[src/rtl/sum_1_bit_core.sv]
// ============================================================================
//  Module   : sum_1_bit_core
//  Summary  : Single-bit full adder with a registered result, a saturating
//             carry-event counter and an optional self-check enabled by the
//             SUM_1_BIT_SELF_CHECK_EN macro.
//  Revision : 1.0 - initial release
// ============================================================================
`default_nettype none

module sum_1_bit_core #(
    parameter int CNT_W = 16
) (
    input  logic             clk,
    input  logic             rst,
    input  logic             A,
    input  logic             B,
    input  logic             Cin,
    input  logic             en,
    output logic             S,
    output logic             Cout,
    output logic             G,
    output logic             P,
    output logic             S_q,
    output logic             Cout_q,
    output logic             vld_q,
    output logic [CNT_W-1:0] carry_cnt,
    output logic             chk_err
);

    localparam logic [CNT_W-1:0] c_cnt_max = '1;

    logic w_g;
    logic w_p;
    logic w_s;
    logic w_cout;

    assign w_g    = A & B;
    assign w_p    = A ^ B;
    assign w_s    = w_p ^ Cin;
    assign w_cout = w_g | (Cin & w_p);

    assign S    = w_s;
    assign Cout = w_cout;
    assign G    = w_g;
    assign P    = w_p;

    logic             r_s_q;
    logic             r_cout_q;
    logic             r_vld_q;
    logic [CNT_W-1:0] r_carry_cnt;

    always_ff @(posedge clk) begin
        if (rst) begin
            r_s_q       <= 1'b0;
            r_cout_q    <= 1'b0;
            r_vld_q     <= 1'b0;
            r_carry_cnt <= '0;
        end else begin
            r_vld_q <= en;
            if (en) begin
                r_s_q    <= w_s;
                r_cout_q <= w_cout;
                // Counter sticks at all-ones rather than wrapping.
                if (w_cout && (r_carry_cnt != c_cnt_max)) begin
                    r_carry_cnt <= r_carry_cnt + 1'b1;
                end
            end
        end
    end

    assign S_q       = r_s_q;
    assign Cout_q    = r_cout_q;
    assign vld_q     = r_vld_q;
    assign carry_cnt = r_carry_cnt;

`ifdef SUM_1_BIT_SELF_CHECK_EN
    // Reference is an arithmetic add, deliberately not reusing the XOR/AND terms.
    logic [1:0] w_ref_sum;
    logic       r_chk_err;

    assign w_ref_sum = {1'b0, A} + {1'b0, B} + {1'b0, Cin};

    always_ff @(posedge clk) begin
        if (rst) begin
            r_chk_err <= 1'b0;
        end else if (en && (w_ref_sum != {w_cout, w_s})) begin
            r_chk_err <= 1'b1;
        end
    end

    assign chk_err = r_chk_err;
`else
    assign chk_err = 1'b0;
`endif

endmodule

`default_nettype wire

[config.mk]
export PLATFORM = sky130hd
export DESIGN_NAME = sum_1_bit_core
export DESIGN_NICKNAME = d
export VERILOG_FILES = /design/src/rtl/sum_1_bit_core.sv
export SDC_FILE = /design/constraint.sdc
export NUM_CORES = 1
export LEC_CHECK = 0
export CORE_UTILIZATION = 41
export CTS_CLUSTER_SIZE = 20
export DETAILED_ROUTE_END_ITERATION = 6
export HOLD_SLACK_MARGIN = 0.15
export PLACE_DENSITY = 0.72
export RECOVER_POWER = 100
export SLEW_MARGIN = 20
export SYNTH_ARGS = -nofsm -noshare
export SYNTH_HDL_FRONTEND = slang
export SYNTH_SLANG_ARGS = --single-unit
[constraint.sdc]
create_clock -name clk -period 1.7 [get_ports clk]
set_input_delay 0.34 -clock clk [delete_from_list [all_inputs] [get_ports clk]]
set_output_delay 0.34 -clock clk [all_outputs]
set_load 0.02 [all_outputs]
==> impl_metrics.py <==
metrics = {
    "power": {
        "sw_frac_of_total": 0.264,
        "seqPwrFrac": 0.566,
        "p_comb_frac": 0.151,
        "leakage_nw": 0.556,
        "intPower_mw": 0.599,
        "clkPwrFrac": 0.284,
        "finalPower_mw": 0.815,
        "ir_drop_v": 0.000375,
        "p_switching_mw": 0.215,
        "p_per_area_nw_per_um2": 581,
    },
    "detailed_routing": {
        "viasPerCell": 5.63,
        "drtIter0Drc": 20,
        "drt-wirelength-per-cell_um": 13.6,
        "ant_nets": 0,
        "drc_errors": 0,
        "wl_mm": 2.42,
        "vias": 1002,
        "dr.pass1.iters": 4,
    },
    "place": {
        "place.gp.congestion": 0.811,
        "dp.cells": 172,
        "dpl.hpwl_mm": 1.76,
        "port_buffers": 28,
    },
    "grt": {
        "grt_max_degree": 12,
        "grt_util_all_layers": 0.210,
        "grt_pass1_vias": 890,
        "antenna_found_initial": 0,
        "overflow": 0,
        "grt_pass1_wl_mm": 3.97,
    },
    "worst_setup_path": {
        "end_kind": "output pin",
        "crit_chain": "dlygate4sd2_1 -> fa_2 -> buf_4",
        "crit_path_max_incr_delay_ns": 0.58,
        "cp.required_ns": 1.36,
        "crit_path_start_kind": "primary input",
        "slowest_stage": "fa_2",
        "path_class": "in -> out",
        "critPathMaxFanout": 2,
        "crit_arrival_ns": 1.32,
    },
    "timing": {
        "setup_viol": 0,
        "whs_ns": 0.486,
        "clock.fmax_ghz": 0.601,
        "rsz0062_at_grt": "true",
        "fin_crit_sh": 0.979,
        "final_max_slew_viol_count": 0,
        "finClkSkew_ns": 0.00649,
        "final_hold_viol_count": 0,
        "period_needed_ns": 1.66,
    },
    "clocking": {
        "clk_latency_ns": 0.30,
        "cts.path.max_buffers": 2,
        "root_buffer": "clkbuf_4",
        "cts_max_level": 1,
        "path_clk_slew_ns": 0.11,
        "cts_tree": "yes",
        "numClockSinks": 19,
        "cts_made_buffers": 3,
    },
    "run_status": {
        "status": "completed",
    },
    "final_layout": {
        "stdcell_count": 178,
        "num-nets-final": 160,
        "drive_gt1_frac": 0.253,
        "fillCellCount": 201,
        "synthToLayoutAreaGrowth_pct": 45.8,
        "fin_util": 0.633,
        "antenna_cells": 0,
    },
    "synthesis": {
        "ys_seq_area_frac": 0.396,
        "yosys.cell_count.top_type": "dfxtp_1",
        "synth_top_cell_area_share": 0.396,
        "synth.cell_area_um2": 961,
        "syn_inst": 105,
        "synth_ff_type": "dfxtp_1",
        "synth_enable_flop_cells": 0,
        "synthTopCellsByCount": "dfxtp_1, a21oi_1, nand3_1, o31ai_1",
        "synth_warnings": 0,
        "avgSynthCellArea_um2": 9.15,
        "synthTopCellsByArea": "dfxtp_1, a21oi_1, o31ai_1, or4_1, nand4_1",
        "syn-num-nets": 114,
        "yosysUniqueCellTypes": 36,
        "ys_async_sr_fraction": 0,
        "yosys.area.top_type": "dfxtp_1",
        "ys_seq_elements": 19,
    },
    "job": {
        "maxCapViolations": 0,
    },
    "floorplan": {
        "rows": 17,
        "chipHeight_um": 50.4,
        "io_pins": 30,
        "die_w_um": 50.4,
        "core_area_um2": 2210,
        "initial_utilization": 0.434,
        "die_area_um2": 2540,
    },
    "hold_path": {
        "hold_class": "reg -> reg",
    },
}
==> power by group through the flow <==
stage                     Clock (mW)  Sequential (mW)  Combinational [mW]
after floorplan                    0            0.480              0.0548
after global placement             0            0.470               0.127
after detailed placement           0            0.470               0.129
after CTS                      0.237            0.460               0.123
after global routing           0.257            0.463               0.133
final                          0.231            0.461               0.123
==> cells by family after synthesis <==
| kind of cell | synth area share |
|---|---|
| other | 0.00390 |
| multiplexers | 0.0326 |
| flip-flops | 0.396 |
| AND/OR/NAND/NOR | 0.309 |
| buffers and inverters | 0.0273 |
| adder cells (fa/ha/maj) | 0.0469 |
| AO/OA/AOI/OAI | 0.185 |
==> layer usage <==
layer / wire (um) / global-route usage / vias to the layer above
li1: - / - / 499
met1: 1060 / 0.266 / 472
met2: 1230 / 0.356 / 25
met3: 99 / 0.0576 / 6
met4: 32 / 0.0417 / 0
met5: 0 / 0 / -
==> repair_timing <==
| action | in CTS | in global routing |
|---|---|---|
| cloned | 0 | 0 |
| endpoints found under the setup margin | 21 | 17 |
| setup buffers | 1 | 1 |
| pin swaps | 2 | 2 |
| hold buffers | 0 | 0 |
| gates resized for setup | 28 | 14 |
==> critical path: cells and delay by family <==
kind       cells  cell delay (ns)
buf+inv        2             0.41
fa+ha+maj      1             0.58
==> flip-flops by register name, summed over array words and instances (netlist names) <==
name,flops
S_q,1
Cout_q,1
carry_cnt,16
vld_q,1
==> final timing paths <==
path,cells after the start,slack [ns],start,end
worst max-delay path,3,0.04,A,S
worst min-delay path,2,0.49,Cout_q$_SDFFE_PP0P_,Cout_q$_SDFFE_PP0P_
worst max register to register,4,0.06,carry_cnt[5]$_SDFFE_PP0P_,carry_cnt[10]$_SDFFE_PP0P_
worst min register to register,2,0.49,Cout_q$_SDFFE_PP0P_,Cout_q$_SDFFE_PP0P_
==> cells in the final DEF, fill, tap and decap left out, types with 2 or more instances in the layout <==
cell type,Yosys,final
and4_1,2,2
clkbuf_4,0,3
nor3_1,2,2
a21oi_1,12,11
o31ai_1,6,6
or3_1,3,3
clkbuf_1,2,6
nand3_1,6,5
or4_1,5,4
a211oi_1,2,2
o21ai_0,3,3
nand4_1,5,5
nand2_1,4,4
nor2_1,5,4
dfxtp_1,19,17
nor2b_1,2,2
nand2b_1,2,2
dlygate4sd2_1,0,14
nor2_2,1,2
mux2i_1,2,2
buf_4,1,16
clkdlybuf4s50_1,0,5
inv_1,3,3
==> per-stage QoR <==
stage	instance area, um^2	setup slack (ns)	setup TNS [ns]
after floorplan	966	-0.0222	-0.0222
after global placement	1370	-0.597	-6.05
after detailed placement	1370	-0.618	-6.84
after CTS	1400	0.000248	0
after global routing	1400	-0.0244	-0.0244
final	1400	0.0357	0
==> final cells by class <==
type / instances / area [um^2] / share of cell area
timing repair buffer: 44 / 342 / 0.244
clock buffer: 3 / 22.5 / 0.0161
multi-input combinational: 80 / 601 / 0.429
tap: 28 / 35.0 / 0.0250
sequential: 19 / 385 / 0.275
clock inverter: 1 / 5.00 / 0.00357
inverter: 3 / 11.3 / 0.00804
Power figures use the tool's default switching activity.
